===== src/rtl/pin_uart_tx_pkg.sv =====
// Shared constants for the pin-driven UART transmitter: CPU pin word layout
// and the transmit FSM state encoding.
package pin_uart_tx_pkg;

  localparam int unsigned WORD_W          = 16;
  localparam int unsigned CHAR_W          = 8;

  localparam int unsigned PIN_TX_VALID    = 0;
  localparam int unsigned PIN_HALT        = 1;
  localparam int unsigned PIN_TX_DATA_LSB = 2;

  typedef enum logic [1:0] {
    ST_IDLE  = 2'd0,
    ST_START = 2'd1,
    ST_DATA  = 2'd2,
    ST_STOP  = 2'd3
  } tx_state_e;

endpackage


===== src/rtl/byte_fifo.sv =====
// Power-of-two byte FIFO with wrap-bit pointers; push and pop may coincide
// even when full, in which case both are accepted.
module byte_fifo #(
  parameter int unsigned DEPTH = 8
) (
  input  logic       clk,
  input  logic       rst_n,
  input  logic       push_i,
  input  logic [7:0] wdata_i,
  input  logic       pop_i,
  output logic [7:0] rdata_c,
  output logic       full_c,
  output logic       empty_c
);

  localparam int unsigned AW = $clog2(DEPTH);

  if (DEPTH < 2 || (DEPTH & (DEPTH - 1)) != 0) begin : g_bad_depth
    $error("byte_fifo: DEPTH must be a power of two and at least 2");
  end

  logic [AW:0] wr_ptr_q;
  logic [AW:0] wr_ptr_d;
  logic [AW:0] rd_ptr_q;
  logic [AW:0] rd_ptr_d;
  logic [7:0]  mem_q [DEPTH];
  logic        wr_en;
  logic        rd_en;

  assign empty_c = (wr_ptr_q == rd_ptr_q);
  assign full_c  = (wr_ptr_q[AW] != rd_ptr_q[AW]) &&
                   (wr_ptr_q[AW-1:0] == rd_ptr_q[AW-1:0]);
  assign rd_en   = pop_i & ~empty_c;
  assign wr_en   = push_i & (~full_c | rd_en);
  assign rdata_c = mem_q[rd_ptr_q[AW-1:0]];

  always_comb begin
    wr_ptr_d = wr_ptr_q;
    rd_ptr_d = rd_ptr_q;
    if (wr_en) wr_ptr_d = wr_ptr_q + (AW+1)'(1);
    if (rd_en) rd_ptr_d = rd_ptr_q + (AW+1)'(1);
  end

  always_ff @(posedge clk or negedge rst_n) begin
    if (!rst_n) begin
      wr_ptr_q <= '0;
      rd_ptr_q <= '0;
    end else begin
      wr_ptr_q <= wr_ptr_d;
      rd_ptr_q <= rd_ptr_d;
    end
  end

  // Storage needs no reset: the pointers alone define what is valid.
  always_ff @(posedge clk) begin
    if (wr_en) mem_q[wr_ptr_q[AW-1:0]] <= wdata_i;
  end

endmodule


===== src/rtl/pin_uart_tx.sv =====
// Pin-driven 8N1 UART transmitter: edge-detects the CPU char strobe, queues
// characters, serialises them back to back, and latches halt/overflow.
module pin_uart_tx
  import pin_uart_tx_pkg::*;
#(
  parameter int unsigned BITNESS      = WORD_W,
  parameter int unsigned DEPTH        = 8,
  parameter int unsigned CLKS_PER_BIT = 16
) (
  input  logic               clk,
  input  logic               rst,
  input  logic [BITNESS-1:0] pin_out,
  output logic               ready,
  output logic               tx,
  output logic               busy,
  output logic               overflow,
  output logic               halted,
  output logic               drained
);

  localparam int unsigned BAUD_W = $clog2(CLKS_PER_BIT);
  localparam logic [BAUD_W-1:0] BAUD_LAST = BAUD_W'(CLKS_PER_BIT - 1);

  if (CLKS_PER_BIT < 2) begin : g_bad_cpb
    $error("pin_uart_tx: CLKS_PER_BIT must be at least 2");
  end
  if (BITNESS < PIN_TX_DATA_LSB + CHAR_W) begin : g_bad_bitness
    $error("pin_uart_tx: BITNESS too narrow for the pin layout");
  end

  tx_state_e         state_q;
  tx_state_e         state_d;
  logic [BAUD_W-1:0] baud_q;
  logic [BAUD_W-1:0] baud_d;
  logic [2:0]        bit_q;
  logic [2:0]        bit_d;
  logic [7:0]        shift_q;
  logic [7:0]        shift_d;
  logic              tx_q;
  logic              tx_d;
  logic              busy_q;
  logic              busy_d;
  logic              strobe_q;
  logic              halted_q;
  logic              overflow_q;

  logic              strobe_edge;
  logic              halt_pin;
  logic              push;
  logic              pop;
  logic [7:0]        fifo_rdata;
  logic              fifo_full;
  logic              fifo_empty;
  logic [7:0]        pin_char;

  assign pin_char    = pin_out[PIN_TX_DATA_LSB +: CHAR_W];
  assign halt_pin    = pin_out[PIN_HALT];
  assign strobe_edge = pin_out[PIN_TX_VALID] & ~strobe_q;
  // A halt on the same cycle as the edge already blocks the push.
  assign push        = strobe_edge & ~halted_q & ~halt_pin;

  if (BITNESS > PIN_TX_DATA_LSB + CHAR_W) begin : g_unused_pins
    logic unused_hi;
    assign unused_hi = ^pin_out[BITNESS-1:PIN_TX_DATA_LSB+CHAR_W];
  end

  byte_fifo #(
    .DEPTH (DEPTH)
  ) u_fifo (
    .clk     (clk),
    .rst_n   (rst),
    .push_i  (push),
    .wdata_i (pin_char),
    .pop_i   (pop),
    .rdata_c (fifo_rdata),
    .full_c  (fifo_full),
    .empty_c (fifo_empty)
  );

  // Next-state logic; tx/busy are computed one cycle ahead so they leave registers.
  always_comb begin
    state_d = state_q;
    baud_d  = baud_q;
    bit_d   = bit_q;
    shift_d = shift_q;
    tx_d    = tx_q;
    busy_d  = busy_q;
    pop     = 1'b0;

    unique case (state_q)
      ST_IDLE: begin
        tx_d   = 1'b1;
        busy_d = 1'b0;
        if (!fifo_empty) begin
          pop     = 1'b1;
          shift_d = fifo_rdata;
          baud_d  = '0;
          state_d = ST_START;
          tx_d    = 1'b0;
          busy_d  = 1'b1;
        end
      end

      ST_START: begin
        if (baud_q == BAUD_LAST) begin
          baud_d  = '0;
          bit_d   = '0;
          state_d = ST_DATA;
          tx_d    = shift_q[0];
        end else begin
          baud_d = baud_q + BAUD_W'(1);
        end
      end

      ST_DATA: begin
        if (baud_q == BAUD_LAST) begin
          baud_d = '0;
          bit_d  = bit_q + 3'd1;
          if (bit_q == 3'd7) begin
            state_d = ST_STOP;
            tx_d    = 1'b1;
          end else begin
            shift_d = {1'b0, shift_q[7:1]};
            tx_d    = shift_q[1];
          end
        end else begin
          baud_d = baud_q + BAUD_W'(1);
        end
      end

      ST_STOP: begin
        if (baud_q == BAUD_LAST) begin
          baud_d = '0;
          if (!fifo_empty) begin
            pop     = 1'b1;
            shift_d = fifo_rdata;
            state_d = ST_START;
            tx_d    = 1'b0;
          end else begin
            state_d = ST_IDLE;
            tx_d    = 1'b1;
            busy_d  = 1'b0;
          end
        end else begin
          baud_d = baud_q + BAUD_W'(1);
        end
      end

      default: begin
        state_d = ST_IDLE;
        baud_d  = '0;
        tx_d    = 1'b1;
        busy_d  = 1'b0;
      end
    endcase
  end

  always_ff @(posedge clk or negedge rst) begin
    if (!rst) begin
      state_q    <= ST_IDLE;
      baud_q     <= '0;
      bit_q      <= '0;
      shift_q    <= '0;
      tx_q       <= 1'b1;
      busy_q     <= 1'b0;
      strobe_q   <= 1'b0;
      halted_q   <= 1'b0;
      overflow_q <= 1'b0;
    end else begin
      state_q    <= state_d;
      baud_q     <= baud_d;
      bit_q      <= bit_d;
      shift_q    <= shift_d;
      tx_q       <= tx_d;
      busy_q     <= busy_d;
      strobe_q   <= pin_out[PIN_TX_VALID];
      halted_q   <= halted_q | halt_pin;
      overflow_q <= overflow_q | (push & fifo_full & ~pop);
    end
  end

  assign tx       = tx_q;
  assign busy     = busy_q;
  assign overflow = overflow_q;
  assign halted   = halted_q;
  assign ready    = ~fifo_full & ~halted_q;
  assign drained  = halted_q & fifo_empty & ~busy_q;

endmodule


===== config.mk =====
export PLATFORM = sky130hd
export DESIGN_NAME = pin_uart_tx
export DESIGN_NICKNAME = d
export VERILOG_FILES = /design/src/rtl/pin_uart_tx_pkg.sv /design/src/rtl/byte_fifo.sv /design/src/rtl/pin_uart_tx.sv
export SDC_FILE = /design/constraint.sdc
export NUM_CORES = 1
export LEC_CHECK = 0
export BUFFER_PORTS_ARGS = -buffer_cell sky130_fd_sc_hd__buf_2
export CAP_MARGIN = 40
export CORE_MARGIN = 2
export CORE_UTILIZATION = 42
export DETAILED_ROUTE_END_ITERATION = 10
export SYNTH_ARGS = -nofsm -noshare
export SYNTH_HDL_FRONTEND = slang
export SYNTH_SLANG_ARGS = --single-unit

===== constraint.sdc =====
create_clock -name clk -period 3.8 [get_ports clk]
set_input_delay 0.19 -clock clk [delete_from_list [all_inputs] [get_ports clk]]
set_output_delay 0.19 -clock clk [all_outputs]
set_load 0.02 [all_outputs]

=== After elaboration in Yosys (flattened, before gate mapping) ===
Memories as Yosys holds them, arrays and structs flattened.
Index checks and enable logic that the tools add are counted.

* Register bits after elaboration: 30
* Memory bits (writable): 64
* Input port bits: 18
* Output and inout bits: 6
* Logic and storage cells: 94
* Memories kept: 1

* Add/subtract/negate cells: 4
* Equality and inequality tests: 15
* Muxes and demuxes: 32
* Bitwise gates (word level): 20
* Reduce and logical (&&, ||, !) cells: 11

{| class="wikitable"
|+ Memories
! memory !! depth !! bits a word !! read ports !! clocked after memory_dff !! write ports !! RTL line !! text
|-
| u_fifo.mem_q || 8 || 8 || 1 || 0 || 1 || byte_fifo.sv:26 || <nowiki>logic [7:0] mem_q [DEPTH];</nowiki>
|}

{| class="wikitable"
|+ Operators with widths
! cell !! number
|-
| 8-bit two-way mux || 4
|-
| 8-bit case mux with 3 select lines || 1
|-
| 2-bit inequality test (second input constant) || 7
|-
| 4-bit by 1-bit adder with 4-bit output (second input constant) || 3
|-
| 1-bit two-way mux || 12
|-
| 1-bit AND || 10
|-
| 2-bit two-way mux || 5
|-
| 3-bit AND reduction || 3
|-
| 4-bit two-way mux || 2
|-
| 2-bit case mux with 4 select lines || 1
|-
| 4-bit case mux with 2 select lines || 1
|-
| 1-bit inverter || 7
|-
| 3-bit two-way mux || 2
|-
| 3-bit case mux with 2 select lines || 1
|-
| 5-bit AND reduction || 1
|-
| 2-bit equality test (second input constant) || 2
|-
| 4-bit equality test || 1
|-
| 4-bit equality test (second input constant) || 1
|-
| 1-bit case mux with 2 select lines || 2
|-
| 1-bit case mux with 4 select lines || 1
|-
| 4-bit AND reduction || 1
|-
| 2-bit nonzero test || 2
|-
| 3-bit by 1-bit adder with 3-bit output (second input constant) || 1
|-
| 3-bit equality test || 1
|-
| other kinds (8) || 10
|}

=== Logic depth before layout (Yosys ltp) ===
Gate-level depths: netlist of the first run.

* Word-level depth: 9
* Depth in mapped cells: 7
* Depth with buffers taken out: 6

=== Modules after synthesis ===
Synthesis of the first run repeated with hierarchy kept, for this count alone.

* Cell total of the unflattened synthesis: 266
* Area, all modules: 4185.3 sq um

{| class="wikitable"
|+ By module, submodules not included
! module !! instances !! cells an instance !! area an instance (sq um) !! seq. area each (sq um)
|-
| byte_fifo || 1 || 151 || 2987.9 || 2122.0
|-
| pin_uart_tx || 1 || 115 || 1197.4 || 551.8
|}

=== Least setup slack after synthesis of the first run ===
Ideal clock, no wire load.

* Path type: register -> register
* Start point: register state_q[0]
* End point: memory u_fifo.mem_q[2][0] (enable)
* Setup time: 398 ps
* Data arrival time: 2278 ps
* Required time: 3402 ps
* Path slack: 1125 ps
* Stages on the path, launching flop included: 7
* Path buffers: 0
* Period minus slack after synthesis: 2675 ps
* Cells stage by stage: dfrtp_1 inv_1 ha_1 a41oi_1 nor2_1 o21ai_2 nor4b_1

* Word-level cells in the longest chain between the ends: 7
* Elaborated cells on any way between the ends: 8
* Classes of those cells: eq/ne (1); mux (3); bitwise (3); reduce/logical (1)

{| class="wikitable"
|+ Ends and longest elaborated chain
! what !! RTL line !! text
|-
| start: declaration || pin_uart_tx.sv:31 || <nowiki>tx_state_e state_q;</nowiki>
|-
| start signal: assignment || pin_uart_tx.sv:170 || <nowiki>state_q <= state_d;</nowiki>
|-
| 2-bit equality test or 2-bit logical NOT (tied branches) || pin_uart_tx.sv:90 || <nowiki>unique case (state_q)</nowiki>
|-
| 1-bit case mux with 2 select lines (*) || pin_uart_tx.sv:90 ||
|-
| 1-bit AND (*) || byte_fifo.sv:33 || <nowiki>assign rd_en = pop_i & ~empty_c;</nowiki>
|-
| 1-bit bitwise OR (*) || byte_fifo.sv:34 || <nowiki>assign wr_en = push_i & (~full_c | rd_en);</nowiki>
|-
| 1-bit AND (*) || byte_fifo.sv:34 ||
|-
| 1-bit two-way mux (*) || byte_fifo.sv:56 || <nowiki>if (wr_en) mem_q[wr_ptr_q[AW-1:0]] <= wdata_i;</nowiki>
|-
| 1-bit two-way mux (not written as such) (*) || byte_fifo.sv:56 ||
|-
| end: declaration || byte_fifo.sv:26 ||
|}

Mark *: on every way between the ends. The rest lies on a longest branch, timed or not.

=== Worst setup path after layout of the first run ===
* Start point: register state_q[0]
* End point: memory u_fifo.mem_q[2][6] (enable)

Same word-level chain as after synthesis.

==> results of run 1 <==
==> worst max-delay path: stages, from the launching register on <==
cell and delay, ns:
dfrtp_1 0.43, inv_1 0.13, ha_1 0.46, a41oi_1 0.08, nor2_1 0.53, o21ai_2 0.24, nor4b_2 0.27, buf_4 0.24
==> final cells by class <==
| cell class | count | area [sq um] |
|---|---|---|
| fillers | 850 | 5080 |
| repair buffers | 29 | 180 |
| clock inverters | 7 | 72.6 |
| multi-input cells | 133 | 1310 |
| inverters | 9 | 33.8 |
| flip-flops and latches | 94 | 2670 |
| well taps | 133 | 166 |
| clock buffers | 9 | 124 |
==> worst min path at each step <==
stage	from	endpoint	slack, ns	cells past startpoint
after floorplan	rst	baud_q[0]$_DFFE_PN0N_	-0.11	0
after global placement	rst	baud_q[1]$_DFFE_PN0N_	0.26	1
after detailed placement	rst	baud_q[0]$_DFFE_PN0N_	0.27	1
after CTS	pin_out[1]	halted$_DFF_PN0_	0.02	2
after global routing	pin_out[1]	halted$_DFF_PN0_	0.01	2
final	pin_out[1]	halted$_DFF_PN0_	0.03	2
==> cell families after synthesis <==
group,count (synthesis)
compound gates,36
buf+inv,23
mux,29
xor+xnor,10
fa+ha+maj,10
flops,94
simple gates,48
==> through the flow <==
step / setup WS [ns] / hold slack (ns) / instances / cell area, sq um / utilization
final: 1.11 / 0.0338 / 414 / 4560 / 0.473
after global routing: 0.856 / 0.0137 / 414 / 4560 / 0.473
after CTS: 1.09 / 0.0202 / 414 / 4560 / 0.473
after detailed placement: 1.11 / 0.266 / 396 / 4340 / 0.450
after global placement: 1.19 / 0.264 / 396 / 4340 / 0.450
after floorplan: 1.12 / -0.106 / 250 / 4130 / -
==> flip-flops by register name, summed over array words and instances, names as in the netlist, 2 cells and up <==
name,count
bit_q,3
u_fifo.wr_ptr_q,4
state_q,2
u_fifo.rd_ptr_q,4
u_fifo.mem_q,64
baud_q,4
shift_q,8
==> power by group through the flow <==
stage,combinational [uW],clock (uW),sequential (uW)
6_report,1030,650,1300
5_1_grt,1150,710,1310
4_1_cts,1050,671,1300
3_5_place_dp,1040,0,1320
3_3_place_gp,1020,0,1320
2_1_floorplan,903,0,1310
==> cell usage after synthesis (2+ instances only) <==
cell type   n
edfxtp_1   64
dfrtp_1    29
nor3_1     11
ha_1       10
inv_1       9
mux2i_1     9
mux4_2      9
xnor2_1     9
nor2_1      8
mux4_1      7
a221o_1     6
nand3_1     6
o21ai_0     5
a21oi_1     4
buf_4       4
mux2_2      4
nand2_1     4
o211ai_1    4
buf_6       3
nand2b_1    3
nand4_1     3
a21o_1      2
a32o_1      2
and3_1      2
buf_2       2
clkbuf_1    2
clkbuf_8    2
nor3b_1     2
o31ai_1     2
==> layer usage <==
layer | vias up | track usage
li1 | 1035 | -
met5 | - | 0
met4 | 0 | 0.0486
met3 | 7 | 0.0363
met2 | 20 | 0.240
met1 | 1119 | 0.206
==> layout by cell type (no fill, tap or decap), types with 2 or more instances in the layout <==
master | synthesis | final
inv_1 | 9 | 9
dfrtp_1 | 29 | 29
mux4_1 | 7 | 7
o31ai_1 | 2 | 2
a21o_1 | 2 | 2
dlygate4sd3_1 | 0 | 2
inv_8 | 0 | 2
a32o_1 | 2 | 2
nor3_1 | 11 | 11
xnor2_1 | 9 | 9
nor3b_1 | 2 | 2
clkbuf_8 | 2 | 9
and3_1 | 2 | 2
o21ai_0 | 5 | 5
mux4_2 | 9 | 9
mux2_2 | 4 | 4
nand2_1 | 4 | 4
buf_4 | 4 | 10
nand2b_1 | 3 | 3
edfxtp_1 | 64 | 64
a221o_1 | 6 | 6
nor2_1 | 8 | 8
o211ai_1 | 4 | 4
a21oi_1 | 4 | 4
nand4_1 | 3 | 3
mux2i_1 | 9 | 9
buf_2 | 2 | 17
nand3_1 | 6 | 6
ha_1 | 10 | 10
inv_6 | 0 | 3
==> flow_results.org, run 1 <==
** Yosys
- Post-synth EDFFs :: 64
- Mux contribution to synthesized area :: 0.126
- By area the synthesized netlist is led by edfxtp_1 47%, dfrtp_1 18%, mux4_2 4.9%.
- Nets in the synthesized netlist :: 278
- The synthesized netlist occupies a cell area of 4130 sq um.
- Sequential area share after synthesis :: 0.647
- Yosys top cell by area :: edfxtp_1
- Fraction of the mapped netlist area in simple logic gates :: 0.0657
- For this run, asynchronously set or reset flops after synthesis account for 0.319.
- The post-synthesis compound-gate area fraction was 0.0700.
- Of the total synthesized cell area, the portion taken by full adders, half adders and majority gates is 0.0303.
- Averaged over all synthesized cells, the footprint is 16.5 sq um.
- After synthesis, the largest family of logic cells by area is multiplexers.
- For this run, the number of Yosys warnings is 0.
- The synthesized design contains 94 register bits.
- The most used flip-flop cell after synthesis is edfxtp_1.
- Post-Synth XOR/XNOR Area :: 0.0212
- The netlist uses 52 different library cells.
- Number of cells produced by synthesis :: 250
- Of the post-synthesis cell area, the dominant cell type holds 0.465.

** Clock tree
- Clock tree from TritonCTS :: done
- In this run, CTS created clock tree buffers numbering 9.
- CTS placed an instance of clkbuf_8 at the clock tree root.
- Cts-stage hold buffer count :: 2
- Clock tree synthesis found a total of 94 sinks.
- Maximum level of the CTS H-tree :: 3
- Clock-pin slew was measured on the worst setup and hold paths at 0.10 ns.
- Cells resized by post-CTS repair :: 0
- In this run the post-CTS setup repair buffer count came out at 0.
- For the worst-skew pair, the clock arrives at the later sink with an insertion delay of 0.36 ns.
- Worst-case clock buffer depth :: 2

** Routing
- In the detailed route, the total length drawn on met3 is 148 um.
- Wire length on met1 :: 3.53 mm
- Uppermost routed layer :: met4
- For this run, the detailed router's first-pass iteration total came to 4.
- DR vias :: 2181
- ANT nets after route :: 0
- Length of routed met2 wiring :: 3.49 mm
- In the routed design, unresolved DRC markers number 0.
- After detailed routing, the number of vias per cell comes to 5.27.
- Initial DRC count :: 75
- Routed Wire Length :: 7.26 mm
- Drt wl/cell :: 17.5 um

** Power
- Across the VDD grid, the largest voltage drop is 0.238 mV.
- The completed layout was analyzed and its total power is 2980 uW.
- Of the total power, the share spent switching nets is 0.346.
- Total power density per cell area :: 654 nW/um^2
- The internal power of the cells totals 1950 uW.
- Leakage :: 0.00170 uW
- Of the total power, the clock network draws 0.218.
- Sw Pwr :: 1030 uW
- Relative contribution of combinational cells to total power :: 0.347
- Flop pwr share :: 0.435

** Critical path
- STA classifies the critical path endpoint as a flop.
- Critical R2R Capture :: u_fifo.mem_q[2][6]$_DFFE_PP_
- STA classifies the critical path startpoint as a flop.
- The startpoint identified for the worst register-to-register timing path is state_q[0]$_DFFE_PN0P_.
- Data arrives at the worst endpoint at 2.76 ns.
- The worst register-to-register path has a depth of 7.
- Following the worst setup path forward leads to its endpoint at u_fifo.mem_q[2][6]$_DFFE_PP_.
- STA puts the critical path data required time at 3.86 ns.
- Internal reg-to-reg setup slack :: 1.11 ns
- Start point of the critical path :: state_q[0]$_DFFE_PN0P_
- Worst Path Max Fanout :: 15
- The critical path is of the flop to flop type.

** Timing
- The number of failing hold endpoints at the final stage came to 0.
- Pins over their slew limit :: 0
- Derived from the worst setup path, the maximum achievable clock frequency is 371 MHz.
- Headroom to the max-slew limit came out at 0.538.
- For the finished layout, the period the worst path requires is 2.69 ns.
- Setup violations remaining at the end of the flow were counted as 0.
- Final setup skew :: 0.0143 ns
- Worst slew pin tran :: 0.692 ns
- Setup repair after global routing left no endpoint under its margin.
- Final TNS setup :: 0 ns
- Final worst path period share :: 0.709

** GRT
- Vias in the first global route :: 2200
- The first global-routing pass estimated 11.7 mm of wire.
- For this run the aggregate overflow at the end of global routing stands at 0.
- In the global route stage, overall resource usage came out at 0.150.
- The number of antenna violations at the first check in global routing is 0.
- Largest net degree at the start of global routing :: 31

** Floorplan
- DIE AREA :: 10600 sq um
- Starting Density :: 0.429
- The floorplan step set the die height to 103 um.
- Pin placement for this block handled 24 I/O pins.
- Die span in x :: 103 um
- The region available for standard cell placement spans 9640 sq um.
- Total number of placement rows :: 36

** Final layout
- For this run, the post-layout net count is 304.
- The repair_antennas step left the layout with diodes totalling 0.
- In the final layout, the share of cells above drive strength 1 is 0.235.
- Area grow syn2layout :: 10.3%

** Placed design
- At the end of routability-driven placement, the weighted congestion stood at 0.730.
- Half-perimeter wire length after detailed placement :: 4.55 mm
- Port buffering added 17 buffers.

** Status
- Result of the run :: finished, final reports clean

** Hold path
- Worst min-delay path class :: input pin to flop

** Flow run
- Maximum capacitance violations :: 0
Power figures use the tool's default switching activity.
==> run 2, diff against run 1 <==
- ABC_AREA: unset -> 1
- clock period: 3.8 -> 2.7 ns (I/O delays scaled with it)
==> run 2 against run 1 <==
Against the previous run: total power increased by 51%; synthesized area is 4.5% higher; synthesized cell count grew 72%.
==> flow_results.org, run 2 <==
** Status
- The run finished with clean final reports.

** Power
- Flop pwr share :: 0.404
- The share of total power dissipated in combinational logic is 0.400.
- Fraction of power consumed by the clock network :: 0.195
- Cell internal pwr :: 2630 uW
- Sw frac :: 0.415
- Dividing total power by cell area gives a power density of 938 nW/um^2.
- Max rail drop VDD :: 0.505 mV
- For this design the total switching power over the nets is 1860 uW.
- Leakage :: 0.00206 uW

** Floorplan
- The die is 105 um wide.
- For this design the top-level I/O count stands at 24.
- The floorplan has 37 rows.
- The floorplan step defined a core boundary enclosing 10100 sq um.
- The initial utilization of the core area, before any placement, comes to 0.426.
- The die covers 11100 sq um.
- Measured along the y axis, the die boundary spans 105 um.

** Clock tree
- Cts-stage hold buffer count :: 2
- Clock root cell :: clkbuf_8
- Post-CTS repair changed the size of 0 cells.
- Clock latency on the worst-skew pair, taken at its later pin, is 0.37 ns.
- Clk sinks :: 94
- TritonCTS Buffers :: 9
- Setup fix buffers added after clock tree synthesis :: 0
- Worst-case clock buffer depth :: 2
- Clock-pin transition on the worst setup and hold timing paths :: 0.11 ns
- TritonCTS built the clock tree.
- Maximum level of the CTS H-tree :: 3

** Final layout
- In the layout the commonest cells are 161 x nand2_1, 64 x edfxtp_1, 56 x nand3_1.
- In the final design database the tool counted 488 nets.
- Share of post-route cells with drive strength above 1 :: 0.140
- Flip-flop count of the largest register after layout :: 64
- 0 antenna diodes ended up in the layout.
- Share of the core filled with cells :: 0.473
- Most common cell after layout, fill and taps aside :: nand2_1
- Area grow syn2layout :: 11.0%

** Routing
- After the first detailed-routing iteration, the DRC count stood at 157.
- In the final routed layout, each cell accounts on average for 14.4 um.
- Total iterations of the first detailed-routing run :: 4
- For this block, the routed nets add up to 8.65 mm of wire.
- The routed layout has 2903 vias.
- Via density :: 4.83
- DRC :: 0
- ANT nets after route :: 0

** Yosys
- Synth top cells by count :: 161 x nand2_1, 64 x edfxtp_1, 56 x nand3_1, 29 x dfrtp_1, 28 x inv_1
- Adder-Cell Fraction of Synth Area :: 0.0290
- Post-synth top area share :: 0.445
- Of the total synthesized cell area, the portion taken by XOR and XNOR cells is 0.0122.
- After synthesis, the largest family of logic cells by area is simple AND/OR/NAND/NOR gates.
- After synthesis the cells add up to 4320 sq um.
- The number of nets in the synthesized netlist is 459.
- Fraction of the mapped netlist area in simple logic gates :: 0.259
- The average instance in the mapped netlist occupies 10.0 sq um.
- During synthesis, Yosys emitted a total of 0 warnings.
- Mux contribution to synthesized area :: 0
- Async set or reset register ratio after synthesis :: 0.319
- Summed over all instances, the cell type with the most area after synthesis is edfxtp_1.
- By area the synthesized netlist is led by edfxtp_1 45%, dfrtp_1 17%, nand2_1 14%.
- Most frequently used cell type in the post-synthesis netlist :: nand2_1
- In the synthesized netlist the dominant register cell turns out to be edfxtp_1.
- Sequential area share after synthesis :: 0.619
- Post-synth EDFFs :: 64
- After technology mapping, the gate count stands at 431.
- Complex-gate fraction of the synthesized area :: 0.0319
- Flip-flop and latch count after synthesis :: 94
- The synthesized netlist contains 35 unique library cells.

** GRT
- Wire length of the first global-routing pass :: 14.0 mm
- Vias in the first global route :: 2815
- Overall track demand over capacity in global routing :: 0.165
- Largest net degree at the start of global routing :: 35
- Global route total overflow :: 0
- Antenna violations before repair :: 0

** Timing
- Setup violations remaining at the end of the flow were counted as 0.
- For the pin with the worst max-slew slack, the measured transition is 0.886 ns.
- Setup repair after global routing left no endpoint under its margin.
- Minimum clock period :: 2.44 ns
- Across the routed clock network, the largest skew measured is 0.0186 ns.
- Static timing analysis puts the maximum clock frequency at 409 MHz.
- Pins over their slew limit :: 0
- After routing, the total negative slack on setup checks comes to 0 ns.
- Headroom to the max-slew limit :: 0.407
- The number of failing hold endpoints at the final stage came to 0.
- Of the available clock period, the critical path in the final layout requires 0.905.

** Critical path
- Worst Path Max Fanout :: 9
- Setup Crit Path Kind :: flop to flop
- Start point of the critical path :: state_q[0]$_DFFE_PN0P_
- At the worst endpoint, the required time is 2.68 ns.
- Crit end category :: flop
- WP data arrival :: 2.43 ns
- STA classifies the critical path startpoint as a flop.
- In this run the critical register-to-register path is launched from state_q[0]$_DFFE_PN0P_.

** Placed design
- The congestion estimate from routability-driven global placement came to 0.760.
- Number of I/O port buffers :: 17
- Half-perimeter wire length after detailed placement :: 5.52 mm

** Hold path
- In this run the most critical hold path is launched from pin_out[9].
- The path class of the tightest hold or removal check is input pin to flop.

** Flow run
- The tool flagged a number of max-cap violations equal to 0.
-- run 2: cell types whose count changed after synthesis, moves of 7 or more --
| cell | before | now |
|---|---|---|
| buf_2 | 2 | 9 |
| inv_1 | 9 | 28 |
| mux2i_1 | 9 | 0 |
| mux4_1 | 7 | 0 |
| mux4_2 | 9 | 0 |
| nand2_1 | 4 | 161 |
| nand3_1 | 6 | 56 |
| nor3_1 | 11 | 3 |
| xnor2_1 | 9 | 1 |
-- run 2: path summary, 6_finish.rpt --
| path | end | slack, ns | depth (start not counted) |
|---|---|---|---|
| worst min-delay path | u_fifo.mem_q[4][7]$_DFFE_PP_ | 0.03 | 1 |
| max in group asynchronous | u_fifo.rd_ptr_q[1]$_DFFE_PN0P_ | 1.92 | 2 |
| worst max-delay path | u_fifo.mem_q[7][3]$_DFFE_PP_ | 0.26 | 8 |
| worst max register to register | u_fifo.mem_q[7][3]$_DFFE_PP_ | 0.26 | 8 |
| min in group asynchronous | u_fifo.wr_ptr_q[2]$_DFFE_PN0P_ | 0.33 | 2 |
| worst min register to register | bit_q[0]$_DFFE_PN0P_ | 0.49 | 1 |
-- run 2: area by class of cell --
| class | instances | area [sq um] |
|---|---|---|
| fillers | 945 | 5350 |
| flip-flops and latches | 94 | 2670 |
| multi-input cells | 290 | 1430 |
| repair buffers | 32 | 203 |
| well taps | 136 | 170 |
| inverters | 33 | 131 |
| clock buffers | 9 | 124 |
| clock inverters | 7 | 55.1 |
-- run 2: kinds of logic after synthesis --
group,Yosys count
adders and majority gates,10
DFF,94
buffers and inverters,47
xor gates and xnor gates,6
AOI/OAI and AO/OA,25
and+or+nand+nor,249
-- run 2: critical path, stage by stage, from the launching register on --
cell	delay (ns)
dfrtp_1	0.43
inv_1	0.13
ha_1	0.25
inv_1	0.09
nand2_1	0.11
nand2_1	0.11
nand4_4	0.15
nand2_4	0.10
nor2_1	0.69
-- run 2: power by group through the flow --
stage	clock, uW	combinational, uW	sequential [uW]
floorplan	0	1380	1830
global placement	0	1770	1840
detailed placement	0	1810	1850
CTS	904	1820	1820
global route	950	2060	1840
finish	877	1800	1820
-- run 2: through the flow --
step / area, sq um / total power [uW] / hold slack (ns) / worst slack, ns / instances
2_1_floorplan: 4320 / 3210 / -0.161 / 0.529 / 431
3_3_place_gp: 4590 / 3620 / 0.215 / 0.394 / 583
3_5_place_dp: 4590 / 3660 / 0.213 / 0.297 / 583
4_1_cts: 4790 / 4540 / 0.0179 / 0.278 / 601
5_1_grt: 4790 / 4850 / 0.0148 / 0.0519 / 601
6_report: 4790 / 4490 / 0.0287 / 0.256 / 601
-- run 2: layer usage --
layer | GRT usage | up-vias | wire length, um
li1 | - | 1481 | -
met1 | 0.214 | 1362 | 3960
met2 | 0.273 | 54 | 4180
met3 | 0.0464 | 6 | 446
met4 | 0.0457 | 0 | 67
met5 | 0 | - | 0
==> run 3, diff against run 2 <==
- CORE_MARGIN: 2 -> 1.5
- PLACE_DENSITY: unset -> 0.67
==> run 3 against run 2 <==
Against the previous run: fmax increased by 12%; total power decreased by 0.11%; hold slack improved by 0.0016 ns; first-iteration DRC count increased by 12%; sequential share of layout area decreased by 0.20 points; critical path type unchanged.
==> flow_results.org, run 3 (same netlist as run 2, synthesis figures left out) <==
** Status
- Result of the run :: finished, final reports clean

** GRT
- Entering global routing, the biggest net connects 35 pins.
- The first global-routing pass estimated 14.1 mm of wire.
- Vias in the first global route :: 2879
- Global route total overflow :: 0
- The number of antenna violations at the first check in global routing came to 0.
- Overall track demand over capacity in global routing :: 0.166

** Critical path
- Of all nets on the critical path, the largest fanout is 6.
- Data arrives at the worst endpoint at 2.26 ns.
- The worst setup path is captured at a flop.
- STA puts the critical path data required time at 2.77 ns.
- Setup Crit Path Kind :: flop to flop
- The startpoint identified for the worst register-to-register timing path is state_q[0]$_DFFE_PN0P_.
- The worst setup path is launched from a flop.
- The critical path starts at state_q[0]$_DFFE_PN0P_.

** Routing
- Initial DRC count :: 176
- Dividing the detail-routed wire length by the instance count gives 13.8 um.
- Before antenna repair, the detailed router went through 4 iterations.
- Routed Wire Length :: 8.26 mm
- The routed layout has 2948 vias.
- DRC :: 0
- ANT nets after route :: 0
- In the routed layout, each cell is associated on average with a via count of 4.91.

** Timing
- Setup repair after global routing left no endpoint under its margin.
- Based on the critical path, the design can be clocked at up to 457 MHz.
- Headroom to the max-slew limit came out at 0.538.
- Setup total negative slack on the finished layout was measured at 0 ns.
- Hold Vio Cnt, Final :: 0
- Dividing the final minimum period by the clock period gives 0.810.
- Pins over their slew limit :: 0
- Final worst setup slack :: 0.514 ns
- The routed design could run at a clock period as short as 2.19 ns.
- Worst slew pin tran :: 0.692 ns
- On the final layout, the worst clock skew is 0.0109 ns.
- Setup violations remaining at the end of the flow were counted as 0.

** Clock tree
- Clock-pin transition on the worst setup and hold timing paths :: 0.10 ns
- At the later pin of the worst-skew pair, clock insertion delay measures 0.36 ns.
- The number of gates resized after CTS was 0.
- The longest clock path from root to sink contains 2 buffers.
- Setup fix buffers added after clock tree synthesis :: 0
- The tree is rooted in a clkbuf_8.
- TritonCTS built the clock tree.
- The H-tree generated during clock tree synthesis spans 3 levels.
- Buffers inserted during clock tree synthesis total 9.
- Clk sinks :: 94

** Final layout
- Share of post-route cells with drive strength above 1 :: 0.146
- Most common cell after layout, fill and taps aside :: nand2_1
- Final nets :: 490
- Compared with the post-synthesis result, the final layout area differs by 11.4%.
- Register area :: 2670 sq um
- Antenna diode instance count :: 0
- Number of cells in the finished layout apart from fillers :: 600
- Commonest cells after routing, fill and taps aside :: 161 x nand2_1, 64 x edfxtp_1, 56 x nand3_1
- Multi-input gate area :: 1430 sq um
- The layout has 910 filler cells.
- The register with the most flip-flops in the layout has 64 of them.

** Power
- Power spread over the standard cell area amounts to 933 nW/um^2.
- The completed layout was analyzed and its total power is 4490 uW.
- The analysis attributes to cell leakage a power of 0.00207 uW.
- The share of total power dissipated in combinational logic is 0.395.
- For this design the total switching power over the nets is 1850 uW.
- VDD sags by at most 0.406 mV.
- Fraction of power consumed by the clock network :: 0.198
- Flop pwr share :: 0.406
- Of the total power, the share spent switching nets is 0.413.
- The internal power of the cells totals 2640 uW.

** Placed design
- Detailed placement finished with a half-perimeter wire length of 5.36 mm.
- Counting tap cells, the placed design contains a total of 582 instances.
- Number of I/O port buffers :: 17
- Post-place setup slack :: 0.523 ns
- Weighted congestion reported at the end of routability-driven placement :: 0.783

** Flow run
- Max-cap violations in this run came to 0.

** Hold path
- The worst hold path begins at pin_out[4].
- The worst hold path belongs to the class input pin to flop.

** Floorplan
- Die Y :: 104 um
- The initial utilization of the core area, before any placement, comes to 0.438.
- Total number of placement rows :: 36
- From left edge to right edge, the die measures 104 um.
- Placeable Area :: 9860 sq um
- During I/O placement, the number of pins put on the boundary was 24.
- DIE AREA :: 10900 sq um
[run 3: changes by cell type in the layout (fill, tap and decap cells not counted)]
cell	before	now
buf_4	13	15
clkinv_1	1	0
clkinv_4	1	0
clkinvlp_4	0	1
inv_8	1	2
[run 3: final timing paths]
path / cells past startpoint / slack [ns] / endpoint
setup / recovery: 9 / 0.51 / u_fifo.mem_q[7][5]$_DFFE_PP_
max in group asynchronous: 2 / 1.91 / shift_q[7]$_DFFE_PN0P_
hold / removal: 1 / 0.03 / u_fifo.mem_q[6][2]$_DFFE_PP_
hold reg to reg: 2 / 0.49 / tx$_DFFE_PN1P_
min in group asynchronous: 2 / 0.34 / baud_q[2]$_DFFE_PN0N_
setup reg to reg: 9 / 0.51 / u_fifo.mem_q[7][5]$_DFFE_PP_
[run 3: timing repair]
action                                  4_1_cts  5_1_grt
hold buffers                                  2        0
hold endpoints to repair                     30        0
endpoints found under the setup margin        0        0
[run 3: power by group through the flow]
stage / Sequential (uW) / Combinational [uW] / Clock [uW]
floorplan: 1830 / 1380 / 0
global placement: 1840 / 1740 / 0
detailed placement: 1850 / 1780 / 0
CTS: 1820 / 1780 / 915
global route: 1840 / 2060 / 967
finish: 1820 / 1770 / 890
[run 3: metal layers]
metal	routed length [um]	up-vias	track usage
li1	-	1488	-
met1	3790	1382	0.218
met2	3970	66	0.273
met3	391	12	0.0388
met4	100	0	0.0486
met5	0	-	0
[run 3: critical path, stage by stage, from the launching register on]
cell	delay (ns)
dfrtp_1	0.45
inv_1	0.12
ha_1	0.24
inv_1	0.10
nand2_1	0.10
nand2_1	0.11
nand4_4	0.14
nand2_4	0.05
nor2_1	0.32
buf_4	0.25
[run 3: area by class of cell]
type | instances | area share
sequential | 94 | 0.556
multi-input combinational | 290 | 0.298
timing repair buffer | 34 | 0.0453
tap | 133 | 0.0346
inverter | 33 | 0.0273
clock buffer | 9 | 0.0258
clock inverter | 7 | 0.0128
[run 3: metrics by stage]
stage,cell area (sq um),hold WS [ns],util
floorplan,4320,-0.161,-
global placement,4600,0.209,0.466
detailed placement,4600,0.218,0.467
CTS,4810,0.0140,0.487
global route,4810,0.0345,0.487
finish,4810,0.0303,0.487
